**config.mk**
```make
export PLATFORM = sky130hd
export DESIGN_NAME = sram_req_adapter
export DESIGN_NICKNAME = d
export VERILOG_FILES = /design/src/rtl/sram_adapter_pkg.sv /design/src/rtl/sram_rsp_fifo.sv /design/src/rtl/sram_req_adapter.sv
export SDC_FILE = /design/constraint.sdc
export NUM_CORES = 1
export LEC_CHECK = 0
export BUFFER_PORTS_ARGS = -buffer_cell sky130_fd_sc_hd__buf_2
export CORE_MARGIN = 2
export CORE_UTILIZATION = 45
export DETAILED_ROUTE_END_ITERATION = 8
export PLACE_DENSITY = 0.75
export RECOVER_POWER = 100
export SYNTH_ARGS = -nofsm -noshare
export SYNTH_HDL_FRONTEND = slang
export SYNTH_SLANG_ARGS = --single-unit
```
**constraint.sdc**
```tcl
create_clock -name clk -period 9.1 [get_ports clk]
set_input_delay 1.82 -clock clk [delete_from_list [all_inputs] [get_ports clk]]
set_output_delay 1.82 -clock clk [all_outputs]
set_load 0.01 [all_outputs]
```
**src/rtl/sram_adapter_pkg.sv**
```systemverilog
// Shared constants for the SRAM request adapter and its response buffer.
package sram_adapter_pkg;

    // Below two entries the credit loop cannot sustain one request per cycle.
    localparam int SRAM_ADAPTER_MIN_DEPTH = 2;

    function automatic int ptr_width(input int depth);
        return (depth > 1) ? $clog2(depth) : 1;
    endfunction

endpackage

```
**src/rtl/sram_rsp_fifo.sv**
```systemverilog
// Small response buffer: push/pop with occupancy count, pointers wrap modulo DEPTH.
module sram_rsp_fifo
    import sram_adapter_pkg::*;
#(
    parameter int WIDTH = 65,
    parameter int DEPTH = 2
) (
    input  logic                       clk,
    input  logic                       rst,
    input  logic                       push,
    input  logic [WIDTH-1:0]           push_data,
    input  logic                       pop,
    output logic [WIDTH-1:0]           head,
    output logic [$clog2(DEPTH+1)-1:0] cnt,
    output logic                       empty
);

    localparam int PW = ptr_width(DEPTH);
    localparam int CW = $clog2(DEPTH + 1);

    logic [WIDTH-1:0] mem [DEPTH];
    logic [PW-1:0]    wr_ptr;
    logic [PW-1:0]    rd_ptr;
    logic [CW-1:0]    count;

    function automatic logic [PW-1:0] next_ptr(input logic [PW-1:0] p);
        return (p == PW'(DEPTH - 1)) ? '0 : p + 1'b1;
    endfunction

    always_ff @(posedge clk) begin
        if (rst) begin
            wr_ptr <= '0;
            rd_ptr <= '0;
            count  <= '0;
        end else begin
            if (push) begin
                mem[wr_ptr] <= push_data;
                wr_ptr      <= next_ptr(wr_ptr);
            end
            if (pop) begin
                rd_ptr <= next_ptr(rd_ptr);
            end
            case ({push, pop})
                2'b10:   count <= count + 1'b1;
                2'b01:   count <= count - 1'b1;
                default: count <= count;
            endcase
        end
    end

    assign head  = mem[rd_ptr];
    assign cnt   = count;
    assign empty = (count == '0);

endmodule

```
**src/rtl/sram_req_adapter.sv**
```systemverilog
// Valid/ready front-end for one RAM port: issues strobes, captures registered
// read data one cycle later and returns in-order responses via a bypassable buffer.
module sram_req_adapter
    import sram_adapter_pkg::*;
#(
    parameter int ADDR_WIDTH = 8,
    parameter int DATA_WIDTH = 64,
    parameter int RSP_DEPTH  = 2
) (
    input  logic                    clk,
    input  logic                    rst,
    input  logic                    req_valid_i,
    output logic                    req_ready_o,
    input  logic [ADDR_WIDTH-1:0]   req_addr_i,
    input  logic                    req_we_i,
    input  logic [DATA_WIDTH-1:0]   req_wdata_i,
    input  logic [DATA_WIDTH/8-1:0] req_be_i,
    output logic                    rsp_valid_o,
    input  logic                    rsp_ready_i,
    output logic [DATA_WIDTH-1:0]   rsp_rdata_o,
    output logic                    rsp_write_o,
    output logic                    ram_en_o,
    output logic                    ram_we_o,
    output logic [ADDR_WIDTH-1:0]   ram_addr_o,
    output logic [DATA_WIDTH-1:0]   ram_wdata_o,
    output logic [DATA_WIDTH/8-1:0] ram_be_o,
    input  logic [DATA_WIDTH-1:0]   ram_rdata_i
);

    localparam int CW = $clog2(RSP_DEPTH + 1);

    typedef struct packed {
        logic [DATA_WIDTH-1:0] rdata;
        logic                  write;
    } rsp_t;

    if (RSP_DEPTH < SRAM_ADAPTER_MIN_DEPTH) begin : g_bad_depth
        $error("sram_req_adapter: RSP_DEPTH must be at least %0d", SRAM_ADAPTER_MIN_DEPTH);
    end
    if ((DATA_WIDTH % 8) != 0) begin : g_bad_width
        $error("sram_req_adapter: DATA_WIDTH must be a multiple of 8");
    end

    logic          fire;
    logic          inflight;
    logic          inflight_we;
    logic          rsp_hs;
    logic          fifo_push;
    logic          fifo_pop;
    logic          fifo_empty;
    logic [CW-1:0] fifo_cnt;
    rsp_t          live_rsp;
    rsp_t          fifo_head;
    rsp_t          rsp_sel;

    assign fire        = req_valid_i && req_ready_o;
    assign ram_en_o    = fire;
    assign ram_we_o    = fire && req_we_i;
    assign ram_addr_o  = req_addr_i;
    assign ram_wdata_o = req_wdata_i;
    assign ram_be_o    = req_be_i;

    always_ff @(posedge clk) begin
        if (rst) begin
            inflight    <= 1'b0;
            inflight_we <= 1'b0;
        end else begin
            inflight    <= fire;
            inflight_we <= req_we_i;
        end
    end

    // Write responses carry zero data regardless of what the RAM drives.
    assign live_rsp.rdata = inflight_we ? '0 : ram_rdata_i;
    assign live_rsp.write = inflight_we;

    assign rsp_sel     = fifo_empty ? live_rsp : fifo_head;
    assign rsp_valid_o = !rst && (!fifo_empty || inflight);
    assign rsp_rdata_o = rsp_sel.rdata;
    assign rsp_write_o = rsp_sel.write;
    assign rsp_hs      = rsp_valid_o && rsp_ready_i;

    // The live result is stored unless it was handed straight to the requester.
    assign fifo_push = inflight && !(fifo_empty && rsp_ready_i);
    assign fifo_pop  = rsp_hs && !fifo_empty;

    // Credit counts the in-flight result; a pop this cycle frees a slot early.
    assign req_ready_o = !rst &&
                         (((int'(fifo_cnt) + int'(inflight)) < RSP_DEPTH) || rsp_hs);

    sram_rsp_fifo #(
        .WIDTH ($bits(rsp_t)),
        .DEPTH (RSP_DEPTH)
    ) u_rsp_fifo (
        .clk       (clk),
        .rst       (rst),
        .push      (fifo_push),
        .push_data (live_rsp),
        .pop       (fifo_pop),
        .head      (fifo_head),
        .cnt       (fifo_cnt),
        .empty     (fifo_empty)
    );

endmodule

```
# After elaboration in Yosys (flattened, before gate mapping)
# Memories as Yosys holds them, arrays and structs flattened. A register that Yosys moved wholly into a read port is not among the register bits.
# Index checks and enable logic that the tools add are counted.
totals:
  ff_bits: 6
  ramBits: 130
  input_bits: 149
  output_inout_bits: 149
  elab_cells: 39
  mem_count: 1
classes:
  n_addsub: 5
  order_cmp: 1
  eq_ne: 2
  mux: 10
  reduce_logical: 15
memory_table:
  columns: ["name", "depth", "width", "read_ports", "rd_clocked_by_memory_dff", "write_ports", "line", "text"]
  rows:
  - ["u_rsp_fifo.mem", 2, 65, 1, 1, 1, "sram_rsp_fifo.sv:21", "logic [WIDTH-1:0] mem [DEPTH];"]
ops:
  columns: ["cell", "n"]
  rows:
  - ["2-to-1 mux 65 bit", 1]
  - ["2-to-1 mux 64 bit", 1]
  - ["logical AND 1 bit", 8]
  - ["2-to-1 mux 1 bit", 7]
  - ["case mux 2 bit (2 select lines)", 1]
  - ["adder 2 x 1 -> 3 bit", 1]
  - ["zero test 1 bit", 3]
  - ["less-than comparator 3 x 2 -> 1 bit, second input constant", 1]
  - ["adder 1 bit, second input constant", 2]
  - ["adder 2 x 1 -> 2 bit, second input constant", 1]
  - ["== test 2 x 1 -> 1 bit, second input constant", 1]
  - ["== test 2 bit, second input constant", 1]
  - ["zero test 2 bit", 1]
  - ["logical OR 1 bit", 2]
  - ["nonzero test 2 bit", 1]
  - ["subtractor 2 x 1 -> 2 bit, second input constant", 1]

# Logic depth before layout (Yosys ltp)
# Gate-level depths: netlist (run 1).
depth:
  word_depth: 9
  mapped_depth: 7
  depth_no_buf: 6

# Modules after synthesis
# From an unflattened synthesis (run 1), not the netlist that was laid out.
hier_totals:
  hier_cells: 462
  area_unflattened_um2: 6966.7
by_module_without_submodules:
  columns: ["module", "instances", "cells_per_inst", "area_per_inst_um2", "seq_area_each_um2"]
  rows:
  - ["sram_rsp_fifo", 1, 223, 4882.2, 4003.8]
  - ["sram_req_adapter", 1, 239, 2084.5, 40.0]

# Worst setup path after synthesis (run 1)
# OpenSTA, ideal clock, no wires.
synth_path:
  kind: "input-to-reg"
  from: "input port rst"
  to: "memory u_rsp_fifo.mem[1][0] (enable)"
  setup_ns: 0.581
  t_arrival_ns: 6.816
  t_required_ns: 8.519
  path_slack_ns: 1.703
  path_stages: 2
  cell_sequence: "clkbuf_1 nor3b_1"
synth_via:
  elab_chain_cells: 2
synth_lines:
  columns: ["item", "line", "text"]
  rows:
  - ["start, declared", "sram_req_adapter.sv:11", "input logic rst,"]
  - ["2-to-1 mux 1 bit", "sram_rsp_fifo.sv:31", "if (rst) begin"]
  - ["2-to-1 mux 1 bit (not written as such)", "sram_rsp_fifo.sv:37", "mem[wr_ptr] <= push_data;"]
  - ["end, declared", "sram_rsp_fifo.sv:21", null]
# Every way passes these cells.

# Final worst setup path (run 1)
layout_path:
  from: "register u_rsp_fifo.count[0], in the netlist u_rsp_fifo.cnt[0]"
  to: "output port rsp_rdata_o[38]"
layout_via:
  elab_chain_cells: 2
layout_lines:
  columns: ["item", "line", "text"]
  rows:
  - ["start, declared", "sram_rsp_fifo.sv:24", "logic [CW-1:0] count;"]
  - ["start signal, assigned", "sram_rsp_fifo.sv:44", "2'b10: count <= count + 1'b1;"]
  - ["start signal, assigned", "sram_rsp_fifo.sv:45", "2'b01: count <= count - 1'b1;"]
  - ["start signal, assigned", "sram_rsp_fifo.sv:46", "default: count <= count;"]
  - ["zero test 2 bit", "sram_rsp_fifo.sv:53", "assign empty = (count == '0);"]
  - ["2-to-1 mux 65 bit", "sram_req_adapter.sv:77", "assign rsp_sel = fifo_empty ? live_rsp : fifo_head;"]
  - ["end, declared", "sram_req_adapter.sv:20", "output logic [DATA_WIDTH-1:0] rsp_rdata_o,"]
# Every way passes these cells.

==> results.sh, run 1 <==
export IMPL_cts_tree="done"
export IMPL_syn_nets=684
export IMPL_leakagePower_uw=0.00248
export IMPL_rsz0062_at_grt="false"
export IMPL_hold_start="u_rsp_fifo.rd_ptr$_SDFFE_PP0P_"
export IMPL_post_cts_resized=0
export IMPL_crit_type="reg2out"
export IMPL_clkPwrFrac=0.379
export IMPL_clk_latency_ns=0.41
export IMPL_combPwrFrac=0.161
export IMPL_place_ws_ns=4.70
export IMPL_timing_final_crit_share=0.675
export IMPL_path_delay_family="buffers and inverters"
export IMPL_power_frac_seq=0.459
export IMPL_power_switching_uw=414
export IMPL_seq_area_sq_mm=0.00405
export IMPL_cts_root_buf="clkbuf_16"
export IMPL_path_buf_inv=2
export IMPL_post_cts_setup_buffer_count=0
export IMPL_synth_top_cell_by_area="edfxtp_1"
export IMPL_gr_usage_met2=0.250
export IMPL_drive_gt1_frac=0.198
export IMPL_syn_inst=534
export IMPL_max_freq_mhz=163
export IMPL_setup_viol=0
export IMPL_period_minus_slack_ns=6.14
export IMPL_core_sq_mm=0.0146
export IMPL_r2r_setup_slack_ns=5.38
export IMPL_finClkSkew_ns=0.00871
export IMPL_firstDrtPassIters=4
export IMPL_clock_sinks=137
export IMPL_grtUsageMet3=0.0477
export IMPL_critPathLaunchType="register"
export IMPL_grt_pass1_vias=3930
export IMPL_ys_ff_latch=137
export IMPL_syn_area_sq_mm=0.00674
export IMPL_ios=298
export IMPL_ir_worst_vdd_uv=104
export IMPL_synth_area_leaders="edfxtp_1 (58%), mux2i_1 (9.7%), buf_4 (9.0%)"
export IMPL_busiest_layer="met2"
export IMPL_synth_edf_count=130
export IMPL_avgSynthCellArea_sq_um=12.6
export IMPL_final_nets=736
export IMPL_start_util=0.462
export IMPL_use_met1=0.183
export IMPL_worstHoldPathType="reg2reg"
export IMPL_gp_congestion=0.697
export IMPL_ys_flop_type="edfxtp_1"
export IMPL_grt_pass1_wl_mm=19.5
export IMPL_drt_iter0_drc=184
export IMPL_synthTopCellsByCount="edfxtp_1 (130), buf_4 (81), nor2_1 (68)"
export IMPL_yosysWarnings=0
export IMPL_whs_endpoint="u_rsp_fifo.rd_ptr$_SDFFE_PP0P_"
export IMPL_async_reset_ff_frac=0
export IMPL_cts_clk_slew_worst_paths_ns=0.05
export IMPL_fp_dieH_um=126
export IMPL_r2r_start="u_rsp_fifo.cnt[0]$_SDFFE_PP0P_"
export IMPL_antenna_cells=0
export IMPL_r2r_cells=4
export IMPL_grt_ovfl_total=0
export IMPL_worst_pin_slew_ns=3.05
export IMPL_rows=44
export IMPL_cpMostUsedCell="clkbuf_1"
export IMPL_total_power_uw=1590
export IMPL_via_count=3935
export IMPL_port_buffers=137
export IMPL_setup_tns_ns=0
export IMPL_cp_cell_sequence="or2_4 > clkbuf_1 > nor2_1 > a21oi_2 > clkbuf_1"
export IMPL_max_cap_violations=6
export IMPL_grt_max_degree=71
export IMPL_max_stage_delay_ns=2.20
export IMPL_viasPerCell=5.04
export IMPL_dieWidth_um=126
export IMPL_cp_arrival_ns=4.32
export IMPL_multi_input_area_sq_mm=0.00185
export IMPL_critPathSlowestCell="clkbuf_1"
export IMPL_synth_most_common_cell="edfxtp_1"
export IMPL_ctsHoldBuffers=0
export IMPL_r2r_end="u_rsp_fifo.mem[0][57]$_DFFE_PP_"
export IMPL_internal_power_uw=1180
export IMPL_dieArea_sq_mm=0.0160
export IMPL_h_tree_depth=4
export IMPL_drc=0
export IMPL_cts_buffers=17
export IMPL_cts_max_path_buffers=2
export IMPL_routed_wirelength_mm=12.3
export IMPL_cp_required_ns=7.28
export IMPL_slew_headroom=-1.04
export IMPL_crit_path_end_kind="output port"
export IMPL_power_density_mw_per_mm2=219
export IMPL_critPathMaxFanout=70
export IMPL_hold_path_cell_count=2
export IMPL_status="finished, violations left"
export IMPL_wl_per_cell_um=15.8
export IMPL_violations="max-capacitance violations, max-slew violations"
export IMPL_ys_types=27
export IMPL_yosysSeqAreaShare=0.600
export IMPL_setup_ws_ns=2.96
export IMPL_synth_top_area_frac=0.580
export IMPL_grt_usage=0.154
export IMPL_p_sw_frac=0.260
export IMPL_grt_antenna_before_repair=0
export IMPL_ant_nets=0
export IMPL_final_max_slew_viol_count=244
export IMPL_n_fill_cell=1301
export IMPL_hold_viol=0
export IMPL_area_growth_pct=8.01
export IMPL_hpwlAfterDp_mm=7.87
## cell families (layout without fill, tap and decap cells)
family	count (synthesis)	after routing	share of synthesized area
AO/OA/AOI/OAI	71	71	0.0637
XOR/XNOR	3	3	0.00390
adder cells (fa/ha/maj)	1	1	0.00186
buffers and inverters	111	174	0.122
flip-flops	137	137	0.600
multiplexers	66	66	0.0983
AND/OR/NAND/NOR	145	145	0.109
## per-stage QoR
step	utilization	hold WS (ns)	cells	cell area, sq um
6_report	0.499	0.506	781	7270
4_1_cts	0.508	0.513	781	7410
3_3_place_gp	0.472	0.492	751	6890
5_1_grt	0.499	0.534	781	7270
3_5_place_dp	0.472	0.496	751	6890
2_1_floorplan	-	0.440	534	6740
## cell usage in the layout, fill, tap and decap left out, types with 4 or more instances in the layout
cell | synthesis | routed
mux2i_1 | 65 | 65
dfxtp_1 | 7 | 6
edfxtp_1 | 130 | 130
buf_2 | 11 | 73
clkbuf_16 | 0 | 17
clkbuf_1 | 7 | 73
a21oi_1 | 51 | 54
nor2b_1 | 66 | 66
nor2_1 | 68 | 68
a21oi_2 | 16 | 13
nor2_2 | 4 | 4
clkinv_2 | 0 | 5
## power by group through the flow
stage               clock, uW  combinational, uW  sequential (uW)
CTS                       618                275              731
global placement            0                268              743
detailed placement          0                274              744
global route              646                285              734
floorplan                   0                244              726
finish                    604                256              731
## worst max path at each step
stage | depth (start not counted) | from | endpoint | slack [ns]
floorplan | 2 | rst | u_rsp_fifo.mem[1][0]$_DFFE_PP_ | 1.70
global placement | 5 | ram_rdata_i[28] | rsp_rdata_o[28] | 4.74
detailed placement | 4 | rst | ram_we_o | 4.70
CTS | 5 | u_rsp_fifo.cnt[0]$_SDFFE_PP0P_ | rsp_rdata_o[47] | 4.54
global route | 5 | u_rsp_fifo.cnt[0]$_SDFFE_PP0P_ | rsp_rdata_o[48] | 2.48
finish | 5 | u_rsp_fifo.cnt[0]$_SDFFE_PP0P_ | rsp_rdata_o[38] | 2.96
## layout make-up
class | count | share of cell area
clock buffers | 20 | 0.0600
clock inverters | 10 | 0.0112
inverters | 1 | 0.000516
multi-input cells | 286 | 0.254
flip-flops and latches | 137 | 0.556
well taps | 184 | 0.0316
repair buffers | 143 | 0.0863
## flip-flops by register name, summed over array words and instances (netlist names), named ones only
register           count
u_rsp_fifo.mem       130
inflight_we            1
u_rsp_fifo.rd_ptr      1
u_rsp_fifo.wr_ptr      1
u_rsp_fifo.cnt         2
inflight               1
## worst reg2reg max path, stage by stage (launching register included)
cell	delay (ns)
dfxtp_1	0.42
or2_4	0.61
o21ai_0	0.36
nor3_1	0.26
clkbuf_1	1.63
## metal layers
layer,up-vias,share of wire
met2,148,0.49
met3,62,0.069
met5,-,0
met1,1828,0.40
li1,1897,-
met4,0,0.039
Note: power is estimated with default switching activity, not from simulation.
==> inputs of run 2 (changes only) <==
ABC_AREA = 1   (was unset)
CORE_UTILIZATION = 44   (was 45)
PLACE_DENSITY = 0.76   (was 0.75)
clock period = 5.5 ns   (was 9.1 ns; I/O delays follow)
==> results.sh, run 2 <==
export IMPL_start_util=0.452
export IMPL_synthTopCellsByCount="inv_1 (139), nand2_1 (136), o21ai_0 (131)"
export IMPL_ys_flop_type="edfxtp_1"
export IMPL_cts_tree="done"
export IMPL_gr_usage_met2=0.251
export IMPL_ys_ff_latch=137
export IMPL_grt_usage=0.159
export IMPL_grt_antenna_before_repair=0
export IMPL_routed_wirelength_mm=13.1
export IMPL_syn_area_sq_mm=0.00692
export IMPL_via_count=4664
export IMPL_cts_root_buf="clkbuf_16"
export IMPL_yosysSeqAreaShare=0.584
export IMPL_cp_cell_sequence="nor2_1 > buf_4 > nand2_4 > nand3_1 > o21ai_2 > nand2_1 > inv_1 > buf_2"
export IMPL_setup_viol=0
export IMPL_ys_types=23
export IMPL_total_power_uw=2660
export IMPL_finClkSkew_ns=0.00965
export IMPL_place_ws_ns=2.50
export IMPL_post_route_util=0.500
export IMPL_critPathLaunchType="register"
export IMPL_violations="max-capacitance violations, max-slew violations"
export IMPL_seq_area_sq_mm=0.00405
export IMPL_grt_pass1_vias=4314
export IMPL_antenna_cells=0
export IMPL_crit_type="reg2out"
export IMPL_cts_max_path_buffers=2
export IMPL_timing_final_crit_share=0.747
export IMPL_place_area_sq_mm=0.00716
export IMPL_slew_headroom=-1.02
export IMPL_h_tree_depth=4
export IMPL_crit_path_end_kind="output port"
export IMPL_final_nets=945
export IMPL_viasPerCell=4.58
export IMPL_area_growth_pct=10.6
export IMPL_syn_inst=748
export IMPL_busiest_layer="met2"
export IMPL_clock_sinks=137
export IMPL_drt_iter0_drc=305
export IMPL_setup_tns_ns=0
export IMPL_firstDrtPassIters=4
export IMPL_core_sq_mm=0.0153
export IMPL_setup_ws_ns=1.39
export IMPL_grtUsageMet3=0.0595
export IMPL_dieWidth_um=129
export IMPL_wl_per_cell_um=12.8
export IMPL_use_met1=0.192
export IMPL_max_freq_mhz=243
export IMPL_syn_nets=898
export IMPL_synth_area_leaders="edfxtp_1 (56%), buf_4 (9.5%), o21ai_0 (9.5%)"
export IMPL_ctsHoldBuffers=0
export IMPL_grt_max_degree=131
export IMPL_cp_arrival_ns=3.01
export IMPL_rows=45
export IMPL_n_fill_cell=1453
export IMPL_startpoint="u_rsp_fifo.cnt[1]$_SDFFE_PP0P_"
export IMPL_synth_edf_count=130
export IMPL_cp_required_ns=4.40
export IMPL_max_stage_delay_ns=1.10
export IMPL_largest_reg_flops=130
export IMPL_hpwlAfterDp_mm=8.27
export IMPL_grt_ovfl_total=0
export IMPL_synth_top_area_frac=0.564
export IMPL_period_minus_slack_ns=4.11
export IMPL_critPathSlowestCell="nor2_1"
export IMPL_leakagePower_uw=0.00325
export IMPL_cts_clk_slew_worst_paths_ns=0.06
export IMPL_ir_worst_vdd_uv=183
export IMPL_synth_top_cell_by_area="edfxtp_1"
export IMPL_drive_gt1_frac=0.136
export IMPL_rsz0062_at_grt="false"
export IMPL_cts_buffers=17
export IMPL_status="finished, violations left"
export IMPL_post_cts_setup_buffer_count=0
export IMPL_max_cap_violations=3
export IMPL_worstHoldPathType="reg2reg"
export IMPL_regMostFlops="u_rsp_fifo.mem"
export IMPL_hold_start="u_rsp_fifo.wr_ptr$_SDFFE_PP0P_"
export IMPL_multi_input_area_sq_mm=0.00154
export IMPL_fp_dieH_um=129
export IMPL_drc=0
export IMPL_power_density_mw_per_mm2=347
export IMPL_critPathMaxFanout=65
export IMPL_post_cts_resized=0
export IMPL_worst_pin_slew_ns=3.02
export IMPL_layout_commonest_cell="inv_1"
export IMPL_final_max_slew_viol_count=100
export IMPL_dieArea_sq_mm=0.0168
export IMPL_ios=298
export IMPL_synth_most_common_cell="inv_1"
export IMPL_hold_viol=0
export IMPL_ant_nets=0
export IMPL_final_cell_mix="inv_1 (139), nand2_1 (138), o21ai_0 (133), edfxtp_1 (130), nor2_1 (73)"
export IMPL_port_buffers=137
export IMPL_grt_pass1_wl_mm=20.3
export IMPL_finalInstanceArea_sq_mm=0.00765
export IMPL_avgSynthCellArea_sq_um=9.26
export IMPL_async_reset_ff_frac=0
export IMPL_r2r_start="u_rsp_fifo.cnt[0]$_SDFFE_PP0P_"
export IMPL_clk_latency_ns=0.41
export IMPL_yosysWarnings=0
export IMPL_gp_congestion=0.729
==> run 2: changes by cell type after synthesis, moves of 4 or more <==
cell,before,now
inv_1,1,139
nor2_1,68,72
nor2b_1,66,0
buf_4,81,88
mux2i_1,65,0
nand2_1,0,136
a21oi_2,16,0
buf_6,9,1
a21oi_1,51,4
o21ai_0,2,131
==> run 2: worst max-delay path: cells and delay by family, from the launching register on <==
family | cells | cell delay (ns)
DFF | 1 | 0.33
and+or+nand+nor | 4 | 1.37
buffers and inverters | 3 | 0.82
AOI/OAI and AO/OA | 1 | 0.06
==> run 2: power by group <==
| group | switching, uW | internal, uW | total [uW] |
|---|---|---|---|
| Combinational | 203 | 95.5 | 298 |
| Sequential | 11.5 | 1170 | 1180 |
| Clock | 401 | 774 | 1170 |
==> run 2: cells by family (layout without fill, tap and decap cells) <==
logic type / after synthesis / count (layout) / share of synthesized area
AND/OR/NAND/NOR: 218 / 218 / 0.124
buffers and inverters: 254 / 314 / 0.189
flip-flops: 137 / 137 / 0.584
adder cells (fa/ha/maj): 1 / 1 / 0.00181
AO/OA/AOI/OAI: 138 / 138 / 0.100
==> run 2: final timing paths <==
check                                         to  slack, ns  cells past startpoint
setup / recovery                        ram_en_o       1.39                      8
hold / removal    u_rsp_fifo.wr_ptr$_SDFFE_PP0P_       0.46                      2
setup reg to reg  u_rsp_fifo.mem[0][0]$_DFFE_PP_       1.72                      5
hold reg to reg   u_rsp_fifo.wr_ptr$_SDFFE_PP0P_       0.46                      2
==> run 2: cell type report <==
| type | instances | area share |
|---|---|---|
| Multi-Input combinational cell | 357 | 0.202 |
| Sequential cell | 137 | 0.529 |
| Tap cell | 211 | 0.0345 |
| Clock inverter | 6 | 0.0145 |
| Clock buffer | 26 | 0.0665 |
| Inverter | 139 | 0.0682 |
| Timing Repair Buffer | 143 | 0.0855 |
==> run 2: layer usage <==
layer / up-vias / wire, um / part of all wire
met1: 2057 / 5740 / 0.44
li1: 2387 / - / -
met2: 176 / 5900 / 0.45
met5: - / 0 / 0
met4: 0 / 457 / 0.035
met3: 44 / 988 / 0.076
==> run 2: through the flow <==
step,hold WS [ns],std cells
after floorplan,0.433,748
after global placement,0.459,987
after detailed placement,0.459,987
after CTS,0.467,1019
after global routing,0.495,1019
final,0.464,1019
==> inputs of run 3 (changes only) <==
ABC_AREA = 0   (was 1)
CORE_UTILIZATION = 43   (was 44)
PLACE_DENSITY = 0.75   (was 0.76)
clock period = 3.46 ns   (was 5.5 ns; I/O delays follow)
==> results.sh, run 3 (synthesized netlist as in run 1, its figures left out) <==
export IMPL_power_density_mw_per_mm2=591
export IMPL_crit_type="reg2out"
export IMPL_timing_final_crit_share=0.840
export IMPL_cts_tree="done"
export IMPL_fp_dieH_um=129
export IMPL_max_cap_violations=0
export IMPL_ir_worst_vdd_uv=346
export IMPL_hold_viol=0
export IMPL_critPathMaxFanout=21
export IMPL_setup_viol=0
export IMPL_setup_ws_ns=0.552
export IMPL_cts_clk_slew_worst_paths_ns=0.05
export IMPL_port_buffers=137
export IMPL_post_cts_setup_buffer_count=0
export IMPL_grt_pass1_wl_mm=19.9
export IMPL_hpwlAfterDp_mm=8.19
export IMPL_clkPwrFrac=0.410
export IMPL_worst_pin_slew_ns=1.01
export IMPL_rsz0062_at_grt="false"
export IMPL_cp_cell_sequence="buf_4 > nor2b_1 > nor2_1 > a21oi_1 > clkbuf_1"
export IMPL_power_frac_seq=0.429
export IMPL_largest_reg_flops=130
export IMPL_antenna_cells=0
export IMPL_grt_ovfl_total=0
export IMPL_cp_required_ns=2.77
export IMPL_grt_max_degree=66
export IMPL_cp_depth=5
export IMPL_path_buf_inv=2
export IMPL_status="complete, no violations"
export IMPL_critPathLaunchType="register"
export IMPL_firstDrtPassIters=4
export IMPL_drive_gt1_frac=0.208
export IMPL_dieWidth_um=129
export IMPL_max_freq_mhz=344
export IMPL_power_switching_uw=1100
export IMPL_h_tree_depth=4
export IMPL_regMostFlops="u_rsp_fifo.mem"
export IMPL_p_sw_frac=0.248
export IMPL_hold_path_cell_count=2
export IMPL_slew_headroom=0.326
export IMPL_total_power_uw=4420
export IMPL_clock_sinks=137
export IMPL_n_fill_cell=1379
export IMPL_gp_congestion=0.743
export IMPL_grt_pass1_vias=3979
export IMPL_internal_power_uw=3330
export IMPL_r2r_cells=5
export IMPL_period_minus_slack_ns=2.91
export IMPL_dp_cells=780
export IMPL_final_nets=738
export IMPL_ctsHoldBuffers=0
export IMPL_final_max_slew_viol_count=0
export IMPL_layout_commonest_cell="edfxtp_1"
export IMPL_path_delay_family="flip-flops"
export IMPL_clk_latency_ns=0.41
export IMPL_wl_per_cell_um=15.7
export IMPL_critPathSlowestCell="dfxtp_1"
export IMPL_viasPerCell=4.88
export IMPL_worstHoldPathType="reg2reg"
export IMPL_max_stage_delay_ns=0.95
export IMPL_cts_max_path_buffers=2
export IMPL_routed_wirelength_mm=12.7
export IMPL_combPwrFrac=0.161
export IMPL_finClkSkew_ns=0.00836
export IMPL_drt_iter0_drc=170
export IMPL_grt_usage=0.157
export IMPL_core_sq_mm=0.0153
export IMPL_rows=45
export IMPL_ios=298
export IMPL_final_cell_mix="edfxtp_1 (130), clkbuf_1 (71), buf_2 (70), nor2_1 (68), nor2b_1 (66)"
export IMPL_ant_nets=0
export IMPL_dieArea_sq_mm=0.0167
export IMPL_start_util=0.441
export IMPL_grt_antenna_before_repair=0
export IMPL_via_count=3960
export IMPL_setup_tns_ns=0
export IMPL_post_cts_resized=0
export IMPL_finalNonFillerCells=812
export IMPL_drc=0
export IMPL_cts_buffers=17
export IMPL_cp_arrival_ns=2.22
export IMPL_crit_path_end_kind="output port"
export IMPL_area_growth_pct=11.1
export IMPL_cts_root_buf="clkbuf_16"
export IMPL_place_ws_ns=1.18
export IMPL_leakagePower_uw=0.00256
## run 3: cell count changes in the layout (fill, tap and decap cells not counted), moves of 15 or more
cell	delta
a21oi_1	+48
nand2_1	-138
o21ai_0	-130
inv_1	-138
nor2b_1	+66
mux2i_1	+65
a21oi_2	+15
## run 3: worst paths after layout
path	slack, ns	from	to
min reg2reg	0.51	u_rsp_fifo.rd_ptr$_SDFFE_PP0P_	u_rsp_fifo.rd_ptr$_SDFFE_PP0P_
min	0.51	u_rsp_fifo.rd_ptr$_SDFFE_PP0P_	u_rsp_fifo.rd_ptr$_SDFFE_PP0P_
max	0.55	inflight_we$_SDFF_PP0_	rsp_rdata_o[44]
max reg2reg	0.56	u_rsp_fifo.cnt[0]$_SDFFE_PP0P_	u_rsp_fifo.mem[1][48]$_DFFE_PP_
## run 3: layer usage
metal,global-route usage,part of all wire
met1,0.179,0.42
met2,0.260,0.49
met3,0.0524,0.068
met4,0.0850,0.026
met5,0,0
## run 3: worst min-delay path, cell delays in order, from the launching register on
cell and delay [ns]:
dfxtp_1 0.32, xor2_1 0.08, nor2_1 0.07
## run 3: metrics by stage
| stage | instance area (sq um) | hold WS (ns) | util |
|---|---|---|---|
| after floorplan | 6760 | 0.440 | - |
| after global placement | 7020 | 0.489 | 0.460 |
| after detailed placement | 7020 | 0.493 | 0.460 |
| after CTS | 7610 | 0.496 | 0.499 |
| after global routing | 7480 | 0.505 | 0.490 |
| final | 7480 | 0.514 | 0.490 |
## run 3: layout make-up
cell class / count / area (sq um) / area share
Multi-Input combinational cell: 286 / 1880 / 0.251
Tap cell: 211 / 264 / 0.0353
Clock inverter: 11 / 153 / 0.0204
Inverter: 1 / 3.75 / 0.000502
Sequential cell: 137 / 4050 / 0.541
Clock buffer: 21 / 440 / 0.0589
Timing Repair Buffer: 145 / 697 / 0.0931
## run 3: power by group through the flow
stage | Sequential [uW] | Clock [uW] | Combinational (uW)
after floorplan | 1910 | 0 | 645
after global placement | 1930 | 0 | 747
after detailed placement | 1930 | 0 | 764
after CTS | 1900 | 1860 | 767
after global routing | 1900 | 1940 | 798
final | 1900 | 1820 | 712
